### src/rtl/audio_level_meter_if.sv
// ----------------------------------------------------------------------------
// audio_level_meter_if
//
// Bundles the sample stream and the meter outputs of audio_level_meter so that
// the meter core and whatever feeds it (audio codec glue or a testbench) share
// one port list.
//
// Handshake: sample_valid is a single-cycle strobe. All NUM_CH channels in
// sample_data are valid together while it is high. There is no ready; the
// meter accepts a frame every cycle and never stalls the source.
//
// Signals (direction as seen by the meter, modport slave):
//   sample_valid in   frame strobe
//   sample_data  in   NUM_CH packed signed samples, channel c at [c*SAMPLE_W +: SAMPLE_W]
//   ch_sel       in   channel shown on led_out (out-of-range selects channel 0)
//   clip_clr     in   clears sticky clip flags (clip build only)
//   level_idx    out  per-channel bar level, 4 bits each
//   peak_idx     out  per-channel held peak, 4 bits each
//   led_out      out  thermometer plus peak dot for the selected channel
//   clip_flag    out  sticky per-channel clip indication
//   level_upd    out  one-cycle pulse when level_idx/peak_idx take a new frame
//   dbg_state    out  per-channel peak FSM state, 2 bits each (0 idle, 1 hold, 2 decay)
// ----------------------------------------------------------------------------
interface audio_level_meter_if #(
  parameter int SAMPLE_W = 32,
  parameter int NUM_CH   = 2,
  parameter int NUM_SEG  = 10,
  parameter int SEL_W    = 1
);
  logic                       sample_valid;
  logic [NUM_CH*SAMPLE_W-1:0] sample_data;
  logic [SEL_W-1:0]           ch_sel;
  logic                       clip_clr;
  logic [NUM_CH*4-1:0]        level_idx;
  logic [NUM_CH*4-1:0]        peak_idx;
  logic [NUM_SEG-1:0]         led_out;
  logic [NUM_CH-1:0]          clip_flag;
  logic                       level_upd;
  logic [NUM_CH*2-1:0]        dbg_state;

  // Source side: produces samples, consumes meter results.
  modport master (
    output sample_valid, sample_data, ch_sel, clip_clr,
    input  level_idx, peak_idx, led_out, clip_flag, level_upd, dbg_state
  );

  // Meter side.
  modport slave (
    input  sample_valid, sample_data, ch_sel, clip_clr,
    output level_idx, peak_idx, led_out, clip_flag, level_upd, dbg_state
  );
endinterface

### src/rtl/audio_level_meter.sv
// ----------------------------------------------------------------------------
// audio_level_meter
//
// Multi-channel peak level meter. Signed PCM frames arrive on a one-cycle
// valid strobe; each channel is turned into a log-spaced bar level (one segment
// per STEP_SHIFT bits of magnitude) with a peak marker that is held for
// HOLD_TICKS meter ticks and then falls one segment every DECAY_TICKS ticks.
//
// Pipeline:
//   stage 1  |x| with the most negative code saturated, captured on sample_valid
//   stage 2  count of thresholds met -> level_idx, peak FSM update, level_upd
//   Latency is two clocks from sample_valid to level_idx/level_upd; a new frame
//   can enter every cycle.
//
// Ports:
//   CLOCK_50  system clock
//   resetn    asynchronous active-low reset; every output reads 0 while low
//   bus       audio_level_meter_if.slave (samples in, levels/peaks/LEDs out)
//
// Build option:
//   AUDIO_LEVEL_METER_CLIP_LATCH_EN  when defined, a sticky per-channel clip
//   flag is built (set near full scale, cleared by clip_clr, set beats clear).
//   When undefined, clip_flag is tied low and clip_clr is ignored.
// ----------------------------------------------------------------------------
module audio_level_meter #(
  parameter int SAMPLE_W    = 32,
  parameter int NUM_CH      = 2,
  parameter int NUM_SEG     = 10,
  parameter int STEP_SHIFT  = 3,
  parameter int TICK_DIV    = 500000,
  parameter int HOLD_TICKS  = 100,
  parameter int DECAY_TICKS = 5
) (
  input  logic              CLOCK_50,
  input  logic              resetn,
  audio_level_meter_if.slave bus
);

  // Magnitude width: the sign bit is gone after |x|.
  localparam int A_W    = SAMPLE_W - 1;
  localparam int LVL_W  = 4;
  localparam int SEL_W  = (NUM_CH > 1) ? $clog2(NUM_CH) : 1;
  localparam int HOLD_W = $clog2(HOLD_TICKS + 1);
  localparam int DEC_W  = $clog2(DECAY_TICKS + 1);
  localparam int PS_W   = $clog2(TICK_DIV + 1);

  typedef enum logic [1:0] {
    ST_IDLE  = 2'd0,
    ST_HOLD  = 2'd1,
    ST_DECAY = 2'd2
  } peak_state_t;

  // Segment i lights when the magnitude reaches 2^(A_W-1 - STEP_SHIFT*(NUM_SEG-1-i)).
  // The top segment sits at half scale, lower ones STEP_SHIFT bits further down.
  function automatic logic [A_W-1:0] seg_thr(input int i);
    seg_thr = A_W'(1) << (SAMPLE_W - 2 - STEP_SHIFT * (NUM_SEG - 1 - i));
  endfunction

  // --------------------------------------------------------------------------
  // Stage 1: saturating absolute value
  // --------------------------------------------------------------------------
  logic [A_W-1:0] abs_d [NUM_CH];
  logic [A_W-1:0] abs_q [NUM_CH];
  logic           s1_valid;

  always_comb begin
    logic [SAMPLE_W-1:0] sx;
    sx = '0;
    for (int c = 0; c < NUM_CH; c++) begin
      sx = bus.sample_data[c*SAMPLE_W +: SAMPLE_W];
      if (!sx[SAMPLE_W-1]) begin
        abs_d[c] = sx[A_W-1:0];
      end else if (sx[A_W-1:0] == '0) begin
        // -2^(SAMPLE_W-1) has no positive twin; clamp to full scale.
        abs_d[c] = '1;
      end else begin
        abs_d[c] = A_W'(-sx);
      end
    end
  end

  always_ff @(posedge CLOCK_50 or negedge resetn) begin
    if (!resetn) begin
      s1_valid <= 1'b0;
      for (int c = 0; c < NUM_CH; c++) abs_q[c] <= '0;
    end else begin
      s1_valid <= bus.sample_valid;
      if (bus.sample_valid) begin
        for (int c = 0; c < NUM_CH; c++) abs_q[c] <= abs_d[c];
      end
    end
  end

  // --------------------------------------------------------------------------
  // Stage 2: level = number of thresholds met (unsigned compares)
  // --------------------------------------------------------------------------
  logic [LVL_W-1:0] lvl_d [NUM_CH];
  logic [LVL_W-1:0] lvl_q [NUM_CH];
  logic             upd_q;

  always_comb begin
    for (int c = 0; c < NUM_CH; c++) begin
      lvl_d[c] = '0;
      for (int i = 0; i < NUM_SEG; i++) begin
        if (abs_q[c] >= seg_thr(i)) lvl_d[c] = lvl_d[c] + LVL_W'(1);
      end
    end
  end

  always_ff @(posedge CLOCK_50 or negedge resetn) begin
    if (!resetn) begin
      upd_q <= 1'b0;
      for (int c = 0; c < NUM_CH; c++) lvl_q[c] <= '0;
    end else begin
      upd_q <= s1_valid;
      if (s1_valid) begin
        for (int c = 0; c < NUM_CH; c++) lvl_q[c] <= lvl_d[c];
      end
    end
  end

  // --------------------------------------------------------------------------
  // Meter tick prescaler, free-running from reset
  // --------------------------------------------------------------------------
  logic [PS_W-1:0] ps_q;
  logic            tick;

  assign tick = (ps_q == PS_W'(TICK_DIV - 1));

  always_ff @(posedge CLOCK_50 or negedge resetn) begin
    if (!resetn) ps_q <= '0;
    else         ps_q <= tick ? '0 : ps_q + 1'b1;
  end

  // --------------------------------------------------------------------------
  // Peak FSM, one per channel
  //   A frame whose level reaches the held peak takes the peak and re-arms the
  //   hold, and in that cycle a coincident tick is dropped. A quieter frame
  //   never lowers the peak; only decay ticks do.
  // --------------------------------------------------------------------------
  peak_state_t      state_q [NUM_CH];
  peak_state_t      state_d [NUM_CH];
  logic [LVL_W-1:0] peak_q  [NUM_CH];
  logic [LVL_W-1:0] peak_d  [NUM_CH];
  logic [HOLD_W-1:0] hold_q [NUM_CH];
  logic [HOLD_W-1:0] hold_d [NUM_CH];
  logic [DEC_W-1:0]  dec_q  [NUM_CH];
  logic [DEC_W-1:0]  dec_d  [NUM_CH];

  always_ff @(posedge CLOCK_50 or negedge resetn) begin
    if (!resetn) begin
      for (int c = 0; c < NUM_CH; c++) begin
        state_q[c] <= ST_IDLE;
        peak_q[c]  <= '0;
        hold_q[c]  <= '0;
        dec_q[c]   <= '0;
      end
    end else begin
      for (int c = 0; c < NUM_CH; c++) begin
        state_q[c] <= state_d[c];
        peak_q[c]  <= peak_d[c];
        hold_q[c]  <= hold_d[c];
        dec_q[c]   <= dec_d[c];
      end
    end
  end

  always_comb begin
    for (int c = 0; c < NUM_CH; c++) begin
      state_d[c] = state_q[c];
      peak_d[c]  = peak_q[c];
      hold_d[c]  = hold_q[c];
      dec_d[c]   = dec_q[c];

      if (s1_valid && (lvl_d[c] >= peak_q[c])) begin
        peak_d[c] = lvl_d[c];
        // A silent frame over an empty peak leaves the channel idle.
        if (lvl_d[c] != '0) begin
          state_d[c] = ST_HOLD;
          hold_d[c]  = HOLD_W'(HOLD_TICKS);
          dec_d[c]   = '0;
        end
      end else if (tick) begin
        case (state_q[c])
          ST_HOLD: begin
            if (hold_q[c] <= HOLD_W'(1)) begin
              state_d[c] = ST_DECAY;
              hold_d[c]  = '0;
              dec_d[c]   = DEC_W'(DECAY_TICKS);
            end else begin
              hold_d[c] = hold_q[c] - 1'b1;
            end
          end
          ST_DECAY: begin
            if (dec_q[c] <= DEC_W'(1)) begin
              peak_d[c] = (peak_q[c] != '0) ? peak_q[c] - 1'b1 : '0;
              dec_d[c]  = DEC_W'(DECAY_TICKS);
              if (peak_q[c] <= LVL_W'(1)) begin
                state_d[c] = ST_IDLE;
                dec_d[c]   = '0;
              end
            end else begin
              dec_d[c] = dec_q[c] - 1'b1;
            end
          end
          default: ;
        endcase
      end
    end
  end

  // --------------------------------------------------------------------------
  // Clip latch (optional)
  // --------------------------------------------------------------------------
`ifdef AUDIO_LEVEL_METER_CLIP_LATCH_EN
  // 2^(SAMPLE_W-1) - 2^(SAMPLE_W-7): about 0.14 dB below full scale.
  localparam logic [A_W-1:0] CLIP_T = ~((A_W'(1) << (SAMPLE_W - 7)) - A_W'(1));

  logic [NUM_CH-1:0] clip_q;

  always_ff @(posedge CLOCK_50 or negedge resetn) begin
    if (!resetn) begin
      clip_q <= '0;
    end else begin
      for (int c = 0; c < NUM_CH; c++) begin
        // Set is checked first so a clear in the same cycle cannot hide a clip.
        if (s1_valid && (abs_q[c] >= CLIP_T)) clip_q[c] <= 1'b1;
        else if (bus.clip_clr)                clip_q[c] <= 1'b0;
      end
    end
  end

  assign bus.clip_flag = clip_q;
`else
  logic unused_clip_clr;
  assign unused_clip_clr = bus.clip_clr;
  assign bus.clip_flag   = '0;
`endif

  // --------------------------------------------------------------------------
  // Outputs
  // --------------------------------------------------------------------------
  always_comb begin
    bus.level_idx = '0;
    bus.peak_idx  = '0;
    bus.dbg_state = '0;
    for (int c = 0; c < NUM_CH; c++) begin
      bus.level_idx[c*LVL_W +: LVL_W] = lvl_q[c];
      bus.peak_idx[c*LVL_W +: LVL_W]  = peak_q[c];
      bus.dbg_state[c*2 +: 2]         = state_q[c];
    end
  end

  assign bus.level_upd = upd_q;

  // LED bar for the selected channel: segments below the level plus a single
  // dot at the held peak. ch_sel is used combinationally.
  logic [SEL_W-1:0] sel;
  logic [LVL_W-1:0] l_sel;
  logic [LVL_W-1:0] p_sel;

  always_comb begin
    sel = '0;
    if (int'(bus.ch_sel) < NUM_CH) sel = bus.ch_sel;
    l_sel = lvl_q[sel];
    p_sel = peak_q[sel];
    bus.led_out = '0;
    for (int i = 0; i < NUM_SEG; i++) begin
      bus.led_out[i] = (i < int'(l_sel)) ||
                       ((p_sel != '0) && (i == int'(p_sel) - 1));
    end
  end

endmodule
### src/flat_wrapper.sv
// flat-port wrapper written by rule: the top's interface ports become plain ports
module audio_level_meter_flat 
#(
  parameter int SAMPLE_W    = 32,
  parameter int NUM_CH      = 2,
  parameter int NUM_SEG     = 10,
  parameter int STEP_SHIFT  = 3,
  parameter int TICK_DIV    = 500000,
  parameter int HOLD_TICKS  = 100,
  parameter int DECAY_TICKS = 5
)
  (CLOCK_50, resetn, bus_sample_valid, bus_sample_data, bus_ch_sel, bus_clip_clr, bus_level_idx, bus_peak_idx, bus_led_out, bus_clip_flag, bus_level_upd, bus_dbg_state);
  audio_level_meter_if #(.SAMPLE_W(SAMPLE_W), .NUM_CH(NUM_CH), .NUM_SEG(NUM_SEG)) bus_i ();
  input  logic CLOCK_50;
  input  logic resetn;
  input wire logic [$bits(bus_i.sample_valid)-1:0] bus_sample_valid;
  input wire logic [$bits(bus_i.sample_data)-1:0] bus_sample_data;
  input wire logic [$bits(bus_i.ch_sel)-1:0] bus_ch_sel;
  input wire logic [$bits(bus_i.clip_clr)-1:0] bus_clip_clr;
  output wire logic [$bits(bus_i.level_idx)-1:0] bus_level_idx;
  output wire logic [$bits(bus_i.peak_idx)-1:0] bus_peak_idx;
  output wire logic [$bits(bus_i.led_out)-1:0] bus_led_out;
  output wire logic [$bits(bus_i.clip_flag)-1:0] bus_clip_flag;
  output wire logic [$bits(bus_i.level_upd)-1:0] bus_level_upd;
  output wire logic [$bits(bus_i.dbg_state)-1:0] bus_dbg_state;
  assign bus_i.sample_valid = bus_sample_valid;
  assign bus_i.sample_data = bus_sample_data;
  assign bus_i.ch_sel = bus_ch_sel;
  assign bus_i.clip_clr = bus_clip_clr;
  assign bus_level_idx = bus_i.level_idx;
  assign bus_peak_idx = bus_i.peak_idx;
  assign bus_led_out = bus_i.led_out;
  assign bus_clip_flag = bus_i.clip_flag;
  assign bus_level_upd = bus_i.level_upd;
  assign bus_dbg_state = bus_i.dbg_state;
  audio_level_meter #(.SAMPLE_W(SAMPLE_W), .NUM_CH(NUM_CH), .NUM_SEG(NUM_SEG), .STEP_SHIFT(STEP_SHIFT), .TICK_DIV(TICK_DIV), .HOLD_TICKS(HOLD_TICKS), .DECAY_TICKS(DECAY_TICKS)) u_core (.CLOCK_50(CLOCK_50), .resetn(resetn), .bus(bus_i));
endmodule
### config.mk
export PLATFORM = sky130hd
export DESIGN_NAME = audio_level_meter_flat
export DESIGN_NICKNAME = d
export VERILOG_FILES = /design/src/rtl/audio_level_meter_if.sv /design/src/rtl/audio_level_meter.sv /design/src/flat_wrapper.sv
export SDC_FILE = /design/constraint.sdc
export NUM_CORES = 1
export LEC_CHECK = 0
export CELL_PAD_IN_SITES_DETAIL_PLACEMENT = 2
export CELL_PAD_IN_SITES_GLOBAL_PLACEMENT = 2
export CORE_UTILIZATION = 37
export DETAILED_ROUTE_END_ITERATION = 16
export PLACE_DENSITY_LB_ADDON = 0.1
export SYNTH_ARGS = -nofsm -noshare
export SYNTH_HDL_FRONTEND = slang
export SYNTH_SLANG_ARGS = --single-unit
### constraint.sdc
create_clock -name CLOCK_50 -period 18.95 [get_ports CLOCK_50]
set_clock_uncertainty 0.05 [all_clocks]
set_input_delay 4.7375 -clock CLOCK_50 [delete_from_list [all_inputs] [get_ports CLOCK_50]]
set_output_delay 4.7375 -clock CLOCK_50 [all_outputs]
set_load 0.005 [all_outputs]
==> flow_metrics.tcl <==
set metrics [dict create \
    power_mw 0.908 \
    hold_buffers 0 \
    synthDistinctLibCells 76 \
    dpl_cell_area_sq_mm 0.00997 \
    n_antenna_cell 0 \
    grt_pass1_vias 8960 \
    io_pins 102 \
    grt_pass1_wl_mm 45.9 \
    synthFlopType "dfrtp_1" \
    grtUsageTotal_pct 23.3 \
    status "finished clean" \
    crit_arrival_ps 7140 \
    vdd_drop_max_v 0.0000569 \
    drc 0 \
    avgSynthCellArea_sq_um 8.45 \
    cts.clk_slew.worst_paths_ps 70 \
    gp_congestion 0.771 \
    firstDrtPassIters 4 \
    worst_pin_slew_ps 1050 \
    yosys.area.top_type "dfrtp_1" \
    finish.utilization_pct 46.0 \
    fin_crit_ps 11930 \
    synthDominantCellAreaShare_pct 33.4 \
    synth.most_common_cell "dfrtp_1" \
    maxCapViolations 0 \
    max-slew-margin-rel_pct 29.8 \
    synth-seq-area-share_pct 33.4 \
    drive_gt1_share_pct 6.45 \
    start_util_pct 38.2 \
    fin_tns_setup_ps 0 \
    fillers 2526 \
    finalInstanceArea_sq_mm 0.0105 \
    synth_area_leaders "dfrtp_1 (33%), xor2_1 (7.2%), ha_1 (6.0%)" \
    area_growth_pct 20.3 \
    cts_sinks 117 \
    cts-resized-gates 0 \
    fin_nets 1229 \
    hold_viol 0 \
    wl_per_cell_um 18.7 \
    path_max_fanout 21 \
    p_leak_nw 4.14 \
    max_freq_ghz 0.0838 \
    power_density_mw_per_mm2 86.1 \
    min_path_type "reg -> reg" \
    synth_seq_cells 117 \
    grt_max_degree 72 \
    rsz0062_at_grt "false" \
    synth-edff-count 0 \
    cts_buffers 17 \
    cp-start-kind "input port" \
    gr-total-overflow 0 \
    crit_path_end_kind "output port" \
    die-area_sq_mm 0.0243 \
    async_reset_ff_share_pct 100 \
    first_iter_violations 276 \
    routed_wl_mm 27.0 \
    slew_violations 0 \
    numPortBuffers 98 \
    dieWidth_um 156 \
    finalCritPeriodShare_pct 62.9 \
    path_class "in -> out" \
    dpl.hpwl_mm 19.8 \
    cts_buffer_depth 2 \
    final_antenna_net_count 0 \
    root_buffer "clkbuf_16" \
    dieHeight_um 156 \
    htreeDepth 4 \
    antenna_found_initial 0 \
    fp-row-count 55 \
    tritoncts "built" \
    vias 8150 \
    vias_per_cell 5.64 \
    yosys-top-cells-count "dfrtp_1 (117), nor2_1 (115), a21oi_1 (100), xor2_1 (72)" \
    setup_viol 0 \
    clock_latency_ps 420 \
    cp_data_required_time_ps 14160 \
    syn_inst 1037 \
    core_area_sq_mm 0.0229 \
    syn-cell-area_sq_mm 0.00876 \
    post-cts-setup-buffer-count 0 \
    synth_warnings 0 \
]
## kinds of logic (layout without fill, tap and decap cells)
kind of cell             after synthesis  in the layout  synth area share, %
flip-flops                           117            117                 33.4
buffers and inverters                 90            183                 4.34
AND/OR/NAND/NOR                      371            371                 21.9
AO/OA/AOI/OAI                        286            286                 20.1
XOR/XNOR                             105            105                 11.1
other                                  1              2               0.0428
adder cells (fa/ha/maj)               42             42                 6.00
multiplexers                          25             25                 3.07
## registers in the layout, indices dropped and copies added, names as in the netlist
signal and cells:
u_core.abs_q 56, u_core.ps_q 19, u_core.hold_q 14, u_core.bus.level_idx 8, u_core.bus.peak_idx 8, u_core.dec_q 6
u_core.bus.dbg_state 4, u_core.bus.level_upd 1, u_core.s1_valid 1
## final cells by class
class                           count  area, sq um  share of cell area (%)
Clock buffer                       17          425                    4.04
Clock inverter                     15          145                    1.38
Inverter                           47          176                    1.67
Multi-Input combinational cell    831         5460                    51.8
Sequential cell                   117         2930                    27.8
Tap cell                          313          392                    3.72
Timing Repair Buffer              104         1020                    9.66
## report_power, final
part	internal, mW	switching (mW)
sequential	0.282	0.0449
clock	0.184	0.140
combinational	0.112	0.145
total	0.578	0.330
## critical path: stages
cell and delay (ps):
clkdlybuf4s50_1 990, mux2i_1 560, and2_1 270, o211ai_1 110
clkdlybuf4s50_1 470
## cell usage in the layout, fill, tap and decap left out, drive strengths merged, types with 18 or more instances in the layout
cell,instances
a21oi,102
dfrtp,117
nand2,67
nor2,116
or4,24
o21ai,69
clkdlybuf4s50,96
inv,53
or3,24
o31ai,18
ha,42
nand3,25
xnor2,30
xor2,72
nor3,37
## final timing paths
kind	start	cells past startpoint	slack, ps	endpoint
worst min-delay path	u_core.ps_q[4]	1	430	u_core.ps_q[4]
worst min register to register	u_core.ps_q[4]	1	430	u_core.ps_q[4]
worst max-delay path	bus_ch_sel	5	7020	bus_led_out[1]
max in group asynchronous	resetn	2	13240	u_core.abs_q[37]
worst max register to register	u_core.abs_q[26]	32	9040	u_core.bus.peak_idx[7]
min in group asynchronous	resetn	1	4420	u_core.ps_q[5]
## metrics by stage
step | worst slack, ps | hold WS, ps | std cells
2_1_floorplan | 8370 | 368 | 1038
3_3_place_gp | 7090 | 412 | 1412
3_5_place_dp | 7030 | 419 | 1412
4_1_cts | 7040 | 437 | 1444
5_1_grt | 6820 | 477 | 1444
6_report | 7020 | 434 | 1444
## per-layer routing
| metal | GRT usage (%) | wire, um | up-vias |
|---|---|---|---|
| li1 | - | - | 3915 |
| met1 | 29.5 | 12700 | 4077 |
| met2 | 41.1 | 13200 | 133 |
| met3 | 3.36 | 734 | 25 |
| met4 | 6.82 | 356 | 0 |
| met5 | 0 | 0 | - |
No activity file was read; power rests on OpenSTA's default activity.
